===== config.mk =====
export PLATFORM = sky130hd
export DESIGN_NAME = cic_decim_ctrl
export DESIGN_NICKNAME = d
export VERILOG_FILES = /design/src/rtl/cic_pkg.sv /design/src/rtl/cic_strobe_gen.sv /design/src/rtl/cic_decim_ctrl.sv
export SDC_FILE = /design/constraint.sdc
export NUM_CORES = 1
export LEC_CHECK = 0
export BUFFER_PORTS_ARGS = -buffer_cell sky130_fd_sc_hd__buf_2
export CAP_MARGIN = 20
export CORE_MARGIN = 2
export CORE_UTILIZATION = 33
export CTS_BUF_LIST = sky130_fd_sc_hd__clkbuf_2 sky130_fd_sc_hd__clkbuf_4 sky130_fd_sc_hd__clkbuf_8
export DETAILED_ROUTE_END_ITERATION = 10
export GPL_ROUTABILITY_DRIVEN = 0
export MAX_ROUTING_LAYER = met4
export PLACE_DENSITY = 0.51
export RECOVER_POWER = 25
export SYNTH_ARGS = -nofsm -noshare
export SYNTH_HDL_FRONTEND = slang
export SYNTH_SLANG_ARGS = --single-unit

===== constraint.sdc =====
create_clock -name clk -period 2.5 [get_ports clk]
set_input_delay 0.625 -clock clk [delete_from_list [all_inputs] [get_ports clk]]
set_output_delay 0.625 -clock clk [all_outputs]
set_load 0.02 [all_outputs]

===== src/rtl/cic_pkg.sv =====
// Shared definitions for the CIC decimator controller and datapath.
// Latency: none (types, constants and pure functions only).
// Backpressure: none.
//
// Contents: FSM state encoding, R field width, R validation helpers.
package cic_pkg;

  localparam int R_W = 5;

  typedef enum logic [1:0] {
    RUN      = 2'd0,
    WAIT_BND = 2'd1,
    FLUSH    = 2'd2,
    WARM     = 2'd3
  } ctrl_state_e;

  // Legal decimation factors are the powers of two 1..16.
  function automatic logic is_valid_r(input logic [R_W-1:0] r);
    return (r != '0) && ((r & (r - R_W'(1))) == '0) && (r <= R_W'(16));
  endfunction

  // Bit position of the set bit of a legal R (0..4).
  function automatic logic [2:0] log2_r(input logic [R_W-1:0] r);
    logic [2:0] l;
    l = '0;
    for (int i = 0; i < R_W; i++) begin
      if (r[i]) l = 3'(i);
    end
    return l;
  endfunction

endpackage


===== src/rtl/cic_strobe_gen.sv =====
// Input-sample and decimated-output strobe generator for the CIC.
// Latency: strobes are combinational from the counters; counters update each clk.
// Backpressure: none; hold/clear come from the controller FSM.
//
// Ports: clk, rst_n (async, active low); hold freezes the clock divider at 0
// and blocks in_stb; clear zeroes the phase counter; r is the applied R;
// out_en gates out_stb; in_stb/out_stb are the generated strobes.
module cic_strobe_gen
  import cic_pkg::*;
#(
  parameter int CLK_DIV = 3
) (
  input  logic           clk,
  input  logic           rst_n,
  input  logic           hold,
  input  logic           clear,
  input  logic [R_W-1:0] r,
  input  logic           out_en,
  output logic           in_stb,
  output logic           out_stb
);

  localparam int DIV_W = (CLK_DIV > 1) ? $clog2(CLK_DIV) : 1;

  logic [DIV_W-1:0] div_cnt_q, div_cnt_d;
  logic [R_W-1:0]   ph_cnt_q, ph_cnt_d;
  logic             div_last, ph_last;

  assign div_last = (div_cnt_q == DIV_W'(CLK_DIV - 1));
  // r only changes while clear is asserted, so ph_cnt never overshoots r-1.
  assign ph_last  = (ph_cnt_q == r - R_W'(1));
  assign in_stb   = div_last && !hold;
  assign out_stb  = in_stb && ph_last && out_en;

  always_comb begin
    div_cnt_d = div_cnt_q;
    ph_cnt_d  = ph_cnt_q;
    if (hold || div_last) div_cnt_d = '0;
    else                  div_cnt_d = div_cnt_q + DIV_W'(1);
    if (clear)       ph_cnt_d = '0;
    else if (in_stb) ph_cnt_d = ph_last ? '0 : ph_cnt_q + R_W'(1);
  end

  always_ff @(posedge clk or negedge rst_n) begin
    if (!rst_n) begin
      div_cnt_q <= '0;
      ph_cnt_q  <= '0;
    end else begin
      div_cnt_q <= div_cnt_d;
      ph_cnt_q  <= ph_cnt_d;
    end
  end

endmodule


===== src/rtl/cic_decim_ctrl.sv =====
// Sequencer for the CIC decimator: strobes plus glitch-free runtime R changes.
// Latency: cfg_err 1 clk after handshake; R change applied at the next output boundary.
// Backpressure: cfg_ready low outside RUN; requester holds cfg_valid/cfg_r until accepted.
//
// Ports: clk, rst_n (async, active low); cfg_valid/cfg_r/cfg_ready request
// port; cfg_err rejection pulse; cic_r applied R; cic_rst_n datapath flush
// (active low); in_stb/out_stb datapath strobes; busy = not in RUN;
// err_cnt saturating reject count.
// Build option: define CIC_CTRL_ERR_CNT_EN to enable err_cnt (else tied to 0).
module cic_decim_ctrl
  import cic_pkg::*;
#(
  parameter int CLK_DIV   = 3,
  parameter int FLUSH_LEN = 8,
  parameter int Q         = 1
) (
  input  logic           clk,
  input  logic           rst_n,
  input  logic           cfg_valid,
  input  logic [R_W-1:0] cfg_r,
  output logic           cfg_ready,
  output logic           cfg_err,
  output logic [R_W-1:0] cic_r,
  output logic           cic_rst_n,
  output logic           in_stb,
  output logic           out_stb,
  output logic           busy,
  output logic [7:0]     err_cnt
);

  ctrl_state_e    state_q, state_d;
  logic [R_W-1:0] cic_r_q, cic_r_d;
  logic [R_W-1:0] pend_r_q, pend_r_d;
  logic [7:0]     flush_cnt_q, flush_cnt_d;
  logic [7:0]     warm_cnt_q, warm_cnt_d;
  logic           cfg_err_q, cfg_err_d;
  logic [7:0]     warm_last;
  logic           in_flush, out_en;

  assign in_flush  = (state_q == FLUSH);
  assign out_en    = (state_q == RUN) || (state_q == WAIT_BND);
  assign warm_last = 8'(Q) * 8'(cic_r_q) - 8'd1;

  assign cfg_ready = (state_q == RUN);
  assign cfg_err   = cfg_err_q;
  assign cic_r     = cic_r_q;
  assign cic_rst_n = !in_flush;
  assign busy      = (state_q != RUN);

  cic_strobe_gen #(
    .CLK_DIV (CLK_DIV)
  ) u_strobe (
    .clk     (clk),
    .rst_n   (rst_n),
    .hold    (in_flush),
    .clear   (in_flush),
    .r       (cic_r_q),
    .out_en  (out_en),
    .in_stb  (in_stb),
    .out_stb (out_stb)
  );

  always_comb begin
    state_d     = state_q;
    cic_r_d     = cic_r_q;
    pend_r_d    = pend_r_q;
    flush_cnt_d = flush_cnt_q;
    warm_cnt_d  = warm_cnt_q;
    cfg_err_d   = 1'b0;
    case (state_q)
      RUN: begin
        if (cfg_valid) begin
          if (!is_valid_r(cfg_r)) begin
            cfg_err_d = 1'b1;
          end else if (cfg_r != cic_r_q) begin
            pend_r_d = cfg_r;
            state_d  = WAIT_BND;
          end
        end
      end
      WAIT_BND: begin
        // out_stb marks the last output at the old R; flush right after it.
        if (out_stb) begin
          state_d     = FLUSH;
          cic_r_d     = pend_r_q;
          flush_cnt_d = '0;
        end
      end
      FLUSH: begin
        if (flush_cnt_q == 8'(FLUSH_LEN - 1)) begin
          state_d     = WARM;
          flush_cnt_d = '0;
          warm_cnt_d  = '0;
        end else begin
          flush_cnt_d = flush_cnt_q + 8'd1;
        end
      end
      WARM: begin
        // Q*R input samples refill the integrators; ph_cnt has wrapped to 0
        // by then, so the first RUN output lands on a clean boundary.
        if (in_stb) begin
          if (warm_cnt_q == warm_last) state_d = RUN;
          else                         warm_cnt_d = warm_cnt_q + 8'd1;
        end
      end
      default: state_d = FLUSH;
    endcase
  end

  always_ff @(posedge clk or negedge rst_n) begin
    if (!rst_n) begin
      state_q     <= FLUSH;
      cic_r_q     <= R_W'(1);
      pend_r_q    <= R_W'(1);
      flush_cnt_q <= '0;
      warm_cnt_q  <= '0;
      cfg_err_q   <= 1'b0;
    end else begin
      state_q     <= state_d;
      cic_r_q     <= cic_r_d;
      pend_r_q    <= pend_r_d;
      flush_cnt_q <= flush_cnt_d;
      warm_cnt_q  <= warm_cnt_d;
      cfg_err_q   <= cfg_err_d;
    end
  end

`ifdef CIC_CTRL_ERR_CNT_EN
  logic [7:0] err_cnt_q, err_cnt_d;

  always_comb begin
    err_cnt_d = err_cnt_q;
    if (cfg_err_q && (err_cnt_q != 8'hFF)) err_cnt_d = err_cnt_q + 8'd1;
  end

  always_ff @(posedge clk or negedge rst_n) begin
    if (!rst_n) err_cnt_q <= '0;
    else        err_cnt_q <= err_cnt_d;
  end

  assign err_cnt = err_cnt_q;
`else
  assign err_cnt = 8'd0;
`endif

endmodule

==> results of run 1 <==
-- cell usage after synthesis, types with 4 or more instances --
| cell type | number |
|---|---|
| ha_1 | 9 |
| mux2i_1 | 6 |
| nand3_1 | 8 |
| nand2_1 | 24 |
| clkbuf_1 | 7 |
| xor2_1 | 10 |
| inv_1 | 12 |
| dfrtp_1 | 33 |
| mux2_2 | 10 |
| nor3_1 | 11 |
| xnor2_1 | 10 |
| nor2_1 | 11 |
| o21ai_0 | 10 |
| nand4_1 | 4 |
| buf_4 | 8 |
-- stage by stage --
step	util, %	hold slack, ns	cell area (um^2)	TNS (ns)
after floorplan	-	0.329	2300	-0.129
after global placement	38.5	0.423	2470	0
after detailed placement	38.5	0.425	2470	-0.00271
after CTS	40.7	0.435	2610	-0.267
after global routing	42.0	0.470	2700	-1.28
final	42.0	0.437	2700	-0.644
-- cells by family (layout without fill, tap and decap cells) --
| logic type | count (synthesis) | in the layout | share of synthesized area (%) |
|---|---|---|---|
| mux | 17 | 17 | 8.27 |
| other cells | 1 | 8 | 0.169 |
| compound gates | 31 | 31 | 10.5 |
| flops | 36 | 36 | 40.7 |
| simple gates | 78 | 78 | 17.8 |
| fa+ha+maj | 9 | 9 | 5.06 |
| buf+inv | 29 | 61 | 6.64 |
| xor+xnor | 23 | 23 | 10.9 |
-- sequential cells by signal (all words and copies together) (netlist names) --
name / flops
cfg_err: 1
cic_r: 5
flush_cnt_q: 8
pend_r_q: 5
state_q: 2
u_strobe.div_cnt_q: 2
u_strobe.ph_cnt_q: 5
warm_cnt_q: 8
-- report_power, final --
group | total, mW | switching (mW) | internal [mW]
sequential | 0.817 | 0.102 | 0.715
clock | 0.456 | 0.209 | 0.247
combinational | 0.773 | 0.435 | 0.338
total | 2.05 | 0.746 | 1.30
-- cells in the final DEF (no fill, tap or decap), types with 9 or more instances in the layout --
master,count
o21ai_0,9
mux2_2,9
dfrtp_1,32
inv_1,9
nor3_1,10
xnor2_1,10
buf_4,20
nor2_1,11
nand2_1,24
xor2_1,10
buf_2,16
-- final timing paths --
check / start / to / slack [ns]
setup / recovery: cic_r[0] / out_stb / -0.22
hold / removal: u_strobe.div_cnt_q[0] / u_strobe.div_cnt_q[0] / 0.44
setup reg to reg: cic_r[0] / state_q[1] / -0.13
hold reg to reg: u_strobe.div_cnt_q[0] / u_strobe.div_cnt_q[0] / 0.44
max in group asynchronous: rst_n / cic_r[2] / 0.38
min in group asynchronous: rst_n / flush_cnt_q[3] / 0.86
-- what timing repair did --
action	in CTS	in global routing
setup endpoints to repair	8	16
buffers inserted	3	6
gates resized for setup	5	11
pin swaps	1	3
-- metal layers --
metal	track usage (%)	vias up	part of all wire, %
met1	17.9	832	47
met2	22.7	24	48
met5	-	-	0
met4	4.76	0	1.5
met3	3.08	7	3.3
li1	-	832	-
-- final cells by class --
class / instances / area, um^2 / area share (%)
sequential: 36 / 906 / 33.6
multi-input combinational: 166 / 1270 / 47.1
tap: 77 / 96.3 / 3.57
inverter: 12 / 47.5 / 1.76
timing repair buffer: 41 / 279 / 10.3
clock buffer: 8 / 97.6 / 3.62
-- worst max-delay path: cells and delay by family (launching register included) --
kind,cells,cell delay (ns)
AND/OR/NAND/NOR,3,0.69
flip-flops,1,0.57
XOR/XNOR,1,0.21
buffers and inverters,2,0.18
adder cells (fa/ha/maj),1,0.15
==> impl_metrics.env, run 1 <==
export IMPL_status="complete, but fails checks"
export IMPL_violations="max-capacitance violations, max-slew violations, negative setup slack"
export IMPL_finalPower_mw=2.05
export IMPL_maxCapViolCount=1
export IMPL_ys_types=50
export IMPL_max_slew_margin_rel_pct=-28.5
export IMPL_cts_tree="built"
export IMPL_syn_area_per_cell_um2=9.93
export IMPL_antenna_found_initial=0
export IMPL_timing_final_crit_share_pct=109
export IMPL_wl_per_cell_um=13.3
export IMPL_ys_seq_area_share_pct=40.7
export IMPL_die_height_um=86.1
export IMPL_r2r_cells=10
export IMPL_cts_sinks=36
export IMPL_crit_path_start_kind="flop"
export IMPL_fin_cells=340
export IMPL_clk_latency_ns=0.29
export IMPL_fin_ws_ns=-0.215
export IMPL_diodes=0
export IMPL_ios=27
export IMPL_root_buffer="clkbuf_8"
export IMPL_detail_route_antenna_nets=0
export IMPL_gr_total_overflow=0
export IMPL_finalCriticalPeriod_ns=2.72
export IMPL_core_um2=6420
export IMPL_grt_pass1_wl_um=8000
export IMPL_cts_max_level=2
export IMPL_ys_flop_type="dfrtp_1"
export IMPL_place_ws_ns=-0.00271
export IMPL_drt_iter0_drc=59
export IMPL_cp_required_ns=1.88
export IMPL_num_nets_final=279
export IMPL_worstHoldPathCells=1
export IMPL_clk_pin_slew_ns=0.07
export IMPL_critPathMaxFanout=3
export IMPL_yosys_area_top_type_share_pct=37.1
export IMPL_dieWidth_um=86.1
export IMPL_portBuffers=18
export IMPL_firstDrtPassIters=5
export IMPL_dp_hpwl_um=3430
export IMPL_slowest_delay_ns=0.57
export IMPL_drive_above_1_share_pct=30.4
export IMPL_cts_buffers=5
export IMPL_p_leak_nw=1.29
export IMPL_synth_area_leader_cell="dfrtp_1"
export IMPL_synthCells=224
export IMPL_grt_max_degree=37
export IMPL_drv_slew=37
export IMPL_initial_core_util_pct=34.6
export IMPL_clock_path_buffers=2
export IMPL_die_area_um2=7410
export IMPL_finalClockSkew_ns=0.00586
export IMPL_cp_end_kind="output pin"
export IMPL_yosys_top_cells_area="dfrtp_1 (37%), ha_1 (5.1%), mux2_2 (5.1%), nand2_1 (4.0%), xnor2_1 (3.9%)"
export IMPL_drc=0
export IMPL_via_count=1695
export IMPL_grt_pass1_vias=1685
export IMPL_synthArstFlopShare_pct=100
export IMPL_track_usage_pct=14.2
export IMPL_fmax_ghz=0.368
export IMPL_hold_viol_final=0
export IMPL_syn_area_um2=2220
export IMPL_irDropWorstVdd_mv=0.411
export IMPL_path_class="reg -> out"
export IMPL_synth_edf_count=0
export IMPL_area_delta_synth_final_pct=21.2
export IMPL_ys_ff_latch=36
export IMPL_path_cells="inv_4, ha_4, nor3b_4, xnor3_1, or3_4, nor3_4, buf_6"
export IMPL_arrival_ns=2.09
export IMPL_setup_viol=7
export IMPL_max_slew_worst_pin_slew_ns=1.93
export IMPL_hp_class="reg -> reg"
export IMPL_hold_buffers=0
export IMPL_viasPerCell=4.99
export IMPL_yosysWarnings=0
export IMPL_power_per_cell_area_nw_per_um2=758
export IMPL_slowest_stage="dfstp_2"
export IMPL_drt_wl_total_um=4530
export IMPL_rsz0062_at_grt="true"
export IMPL_placed_cells=323
export IMPL_row_count=29
export IMPL_fillers=625
(Power assumes the default switching activity.)
==> inputs of run 2 (changes only) <==
Settings changed: CORE_ASPECT_RATIO set to 0.5.
==> run 2 against run 1 <==
The flow still finishes with violations (max-capacitance violations, max-slew violations, negative setup slack). Cell count grew 3.8%. First-iteration DRC count up 42%. Hold slack better by 0.0064 ns. Die area rose by 0.54%. Clock-buffer cell count stayed put. Sequential power about the same. Largest cell class unchanged. Power shrank 0.15%. Utilization shrank 1.4 points. Sequential share of layout area grew 0.24 points. Combinational power hardly changed. Largest power group unchanged.
==> impl_metrics.env, run 2 (synthesis results as in run 1) <==
export IMPL_setup_viol=1
export IMPL_ff2ff_setup_slack_ns=0
export IMPL_area_delta_synth_final_pct=20.4
export IMPL_initial_core_util_pct=33.7
export IMPL_via_count=1659
export IMPL_hold_buffers=0
export IMPL_violations="max-capacitance violations, max-slew violations, negative setup slack"
export IMPL_finalClockSkew_ns=0.00565
export IMPL_drt_wl_total_um=4660
export IMPL_setup_tns_ns=-0.217
export IMPL_die_height_um=62.1
export IMPL_wl_per_cell_um=13.2
export IMPL_clock_path_buffers=2
export IMPL_clk_pin_slew_ns=0.07
export IMPL_power_per_cell_area_nw_per_um2=763
export IMPL_layout_commonest_cell="dfrtp_1"
export IMPL_grt_pass1_vias=1524
export IMPL_dp_hpwl_um=3550
export IMPL_cts_max_level=2
export IMPL_drt_iter0_drc=84
export IMPL_max_slew_worst_pin_slew_ns=1.99
export IMPL_timing_final_crit_share_pct=109
export IMPL_min_delay_worst_endpoint="u_strobe.div_cnt_q[0]"
export IMPL_fmax_ghz=0.368
export IMPL_status="complete, but fails checks"
export IMPL_path_class="reg -> out"
export IMPL_row_count=21
export IMPL_detail_route_antenna_nets=0
export IMPL_track_usage_pct=13.9
export IMPL_ios=27
export IMPL_slowest_delay_ns=0.58
export IMPL_min_from="u_strobe.div_cnt_q[0]"
export IMPL_slowest_stage="dfstp_2"
export IMPL_drive_above_1_share_pct=28.7
export IMPL_hold_viol_final=0
export IMPL_portBuffers=18
export IMPL_critPathMaxFanout=4
export IMPL_path_cells="inv_4, ha_4, xor2_1, nand3_1, or3_4, nor3_4, buf_6"
export IMPL_antenna_found_initial=0
export IMPL_arrival_ns=2.09
export IMPL_crit_path_start_kind="flop"
export IMPL_rr_endpoint="state_q[1]"
export IMPL_fin_ws_ns=-0.217
export IMPL_placed_cell_area_um2=2530
export IMPL_diodes=0
export IMPL_root_buffer="clkbuf_8"
export IMPL_design_area_um2=2680
export IMPL_die_area_um2=7450
export IMPL_dieWidth_um=120
export IMPL_grt_max_degree=37
export IMPL_finalCriticalPeriod_ns=2.72
export IMPL_irDropWorstVdd_mv=0.207
export IMPL_reg_top3="flush_cnt_q x8, warm_cnt_q x8"
export IMPL_r2r_cells=6
export IMPL_critical_path_buf_inv_count=2
export IMPL_gr_total_overflow=0
export IMPL_place_ws_ns=-0.0225
export IMPL_cts_buffers=5
export IMPL_grt_pass1_wl_um=7700
export IMPL_clk_latency_ns=0.29
export IMPL_worstHoldPathCells=1
export IMPL_rsz0062_at_grt="true"
export IMPL_drv_slew=37
export IMPL_utilization_pct=40.6
export IMPL_maxCapViolCount=1
export IMPL_viasPerCell=4.70
export IMPL_p_leak_nw=1.27
export IMPL_cp_end_kind="output pin"
export IMPL_final_cell_mix="dfrtp_1 (32), nand2_1 (24), buf_4 (21)"
export IMPL_path_delay_family="simple AND/OR/NAND/NOR gates"
export IMPL_cts_tree="built"
export IMPL_cp_required_ns=1.88
export IMPL_drc=0
export IMPL_num_nets_final=277
export IMPL_firstDrtPassIters=4
export IMPL_cts_sinks=36
export IMPL_timing_rr_start="cic_r[1]"
export IMPL_max_slew_margin_rel_pct=-32.7
export IMPL_hp_class="reg -> reg"
export IMPL_core_um2=6600
[run 2: cell count changes in the layout (fill, tap and decap cells not counted), sizes merged]
cell  before  now
buf       40   38
[run 2: worst max path at each step]
stage | depth (start not counted) | to | start
floorplan | 8 | out_stb | cic_r[0]
global placement | 8 | warm_cnt_q[6] | cic_r[1]
detailed placement | 7 | out_stb | cic_r[0]
CTS | 7 | out_stb | cic_r[0]
global route | 7 | out_stb | cic_r[0]
finish | 7 | out_stb | cic_r[0]
[run 2: layout make-up]
| type | instances | area, um^2 |
|---|---|---|
| well taps | 92 | 115 |
| flip-flops and latches | 36 | 906 |
| repair buffers | 39 | 253 |
| inverters | 12 | 47.5 |
| fillers | 664 | 3920 |
| clock buffers | 8 | 97.6 |
| multi-input cells | 166 | 1260 |
[run 2: timing repair]
| item | in CTS | in global routing |
|---|---|---|
| pin swaps | 1 | 1 |
| resized for setup | 5 | 3 |
| setup endpoints to repair | 3 | 3 |
| setup buffers | 1 | 1 |
| hold endpoints to repair | 0 | 0 |
[run 2: per-stage QoR]
stage          power [mW]  hold WS (ns)  std cells
2_1_floorplan        1.33         0.329        231
3_5_place_dp         1.56         0.423        343
3_3_place_gp         1.53         0.419        343
6_report             2.04         0.444        353
5_1_grt              2.20         0.460        353
4_1_cts              2.02         0.438        352
[run 2: routing by layer]
layer,track usage (%),vias up,share of wire [%]
li1,-,835,-
met1,18.9,805,52
met2,21.1,17,44
met3,2.74,2,2.6
met4,5.04,0,0.92
met5,-,-,0
[run 2: power breakdown]
| group | switching [mW] | total [mW] | internal, mW |
|---|---|---|---|
| sequential | 0.102 | 0.817 | 0.715 |
| clock | 0.206 | 0.452 | 0.247 |
| combinational | 0.445 | 0.773 | 0.327 |
| total | 0.753 | 2.04 | 1.29 |
==> inputs of run 3 (changes only) <==
Settings changed: PLACE_DENSITY 0.51 to not set.
==> run 3 against run 2 <==
The flow finishes with violations (negative setup slack). Critical endpoint unchanged. Cell count fell by 0.28%. First-iteration DRC count fell by 19%. Clock power grew 2%. Power increased by 0.28%. Clock-buffer cell count unchanged. Setup slack gained 0.021 ns. Clock skew grew 0.0025 ns. Final area increased by 1.2%. Combinational power about the same.
==> impl_metrics.env, run 3 (synthesis results as in run 1) <==
export IMPL_status="complete, but fails checks"
export IMPL_violations="negative setup slack"
export IMPL_seqPwrFrac_pct=39.8
export IMPL_core_um2=6600
export IMPL_dieWidth_um=120
export IMPL_worst_hold_slack_ns=0.437
export IMPL_dp_hpwl_um=3500
export IMPL_drc=0
export IMPL_fin_ws_ns=-0.196
export IMPL_power_per_cell_area_nw_per_um2=756
export IMPL_finalPower_mw=2.05
export IMPL_clk_pin_slew_ns=0.07
export IMPL_critPathMaxFanout=4
export IMPL_arrival_ns=2.07
export IMPL_path_class="reg -> out"
export IMPL_cts_buffers=5
export IMPL_grt_pass1_vias=1578
export IMPL_cts_max_level=2
export IMPL_max_slew_worst_pin_slew_ns=1.35
export IMPL_internal_power_mw=1.31
export IMPL_wl_per_cell_um=13.2
export IMPL_area_delta_synth_final_pct=21.8
export IMPL_rsz0062_at_grt="true"
export IMPL_grt_max_degree=25
export IMPL_path_cells="inv_4, ha_4, nor3b_4, xnor3_1, or3_4, nor3_4, buf_6"
export IMPL_hold_viol_final=0
export IMPL_p_leak_nw=1.29
export IMPL_via_count=1679
export IMPL_fillers=634
export IMPL_layout_commonest_cell="dfrtp_1"
export IMPL_cts_sinks=36
export IMPL_initial_core_util_pct=33.7
export IMPL_final_cell_mix="dfrtp_1 (32), nand2_1 (24), buf_4 (19)"
export IMPL_clock_path_buffers=2
export IMPL_track_usage_pct=13.4
export IMPL_firstDrtPassIters=6
export IMPL_clk_latency_ns=0.28
export IMPL_max_slew_margin_rel_pct=10.1
export IMPL_clockPowerShare_pct=22.5
export IMPL_die_area_um2=7450
export IMPL_worstHoldPathCells=1
export IMPL_cts_tree="built"
export IMPL_num_nets_final=276
export IMPL_slowest_delay_ns=0.58
export IMPL_placed_cell_area_um2=2490
export IMPL_irDropWorstVdd_mv=0.275
export IMPL_place_ws_ns=-0.00655
export IMPL_viasPerCell=4.77
export IMPL_p_sw_mw=0.740
export IMPL_drive_above_1_share_pct=30.4
export IMPL_finalClockSkew_ns=0.00817
export IMPL_diodes=0
export IMPL_drt_iter0_drc=68
export IMPL_slowest_stage="dfstp_2"
export IMPL_cp_required_ns=1.88
export IMPL_timing_final_crit_share_pct=108
export IMPL_cp_end_kind="output pin"
export IMPL_portBuffers=18
export IMPL_antenna_found_initial=0
export IMPL_gr_total_overflow=0
export IMPL_switching_share_pct=36.1
export IMPL_maxCapViolCount=0
export IMPL_utilization_pct=41.1
export IMPL_design_area_um2=2710
export IMPL_r2r_cells=6
export IMPL_reg_top3="flush_cnt_q x8, warm_cnt_q x8"
export IMPL_hp_class="reg -> reg"
export IMPL_setup_viol=2
export IMPL_root_buffer="clkbuf_8"
export IMPL_drv_slew=0
export IMPL_die_height_um=62.1
export IMPL_ios=27
export IMPL_detail_route_antenna_nets=0
export IMPL_row_count=21
export IMPL_crit_path_start_kind="flop"
export IMPL_grt_pass1_wl_um=7470
export IMPL_drt_wl_total_um=4640
export IMPL_finalCriticalPeriod_ns=2.70
export IMPL_fmax_ghz=0.371
export IMPL_p_comb_share_pct=37.7
## run 3: changes by cell type in the layout (fill, tap and decap cells not counted), sizes merged
cell	delta
buf	-1
## run 3: cell type report
class / instances / area (um^2) / area share [%]
Clock buffer: 8 / 104 / 3.83
Inverter: 12 / 47.5 / 1.76
Multi-Input combinational cell: 166 / 1290 / 47.5
Sequential cell: 36 / 906 / 33.4
Tap cell: 92 / 115 / 4.25
Timing Repair Buffer: 38 / 249 / 9.19
## run 3: metrics by stage
| stage | setup TNS, ns | cells |
|---|---|---|
| 3_5_place_dp | -0.00655 | 338 |
| 5_1_grt | -0.479 | 352 |
| 6_report | -0.227 | 352 |
| 2_1_floorplan | -0.129 | 231 |
| 4_1_cts | -0.227 | 349 |
| 3_3_place_gp | 0 | 338 |
## run 3: metal layers
layer | vias to the layer above | share of wire (%) | track usage [%] | routed length [um]
li1 | 831 | - | - | -
met1 | 826 | 49 | 16.3 | 2290
met2 | 18 | 48 | 22.5 | 2210
met3 | 4 | 2.1 | 3.28 | 99
met4 | 0 | 0.93 | 4.03 | 43
met5 | - | 0 | - | 0
## run 3: worst paths after layout
check,from,to,slack (ns)
setup / recovery,cic_r[0],out_stb,-0.20
hold / removal,u_strobe.div_cnt_q[0],u_strobe.div_cnt_q[0],0.44
setup reg to reg,cic_r[1],state_q[1],-0.03
hold reg to reg,u_strobe.div_cnt_q[0],u_strobe.div_cnt_q[0],0.44
max in group asynchronous,rst_n,cic_r[2],0.98
min in group asynchronous,rst_n,flush_cnt_q[2],0.63
## run 3: repair_timing
item,CTS,global route
pin swaps,1,4
resized for setup,4,11
setup endpoints to repair,1,17
cloned,0,0
hold buffers,0,0
setup buffers,3,4
## run 3: power by group through the flow
| stage | Clock [mW] | Sequential (mW) | Combinational, mW |
|---|---|---|---|
| global route | 0.505 | 0.832 | 0.859 |
| CTS | 0.474 | 0.814 | 0.718 |
| global placement | 0 | 0.820 | 0.691 |
| floorplan | 0 | 0.802 | 0.529 |
| detailed placement | 0 | 0.824 | 0.714 |
| finish | 0.461 | 0.815 | 0.771 |
## run 3: worst max-delay path: cells and delay by family, from the launching register on
family	cells	cell delay, ns
XOR/XNOR	1	0.20
buffers and inverters	2	0.18
adder cells (fa/ha/maj)	1	0.16
AND/OR/NAND/NOR	3	0.68
flip-flops	1	0.58
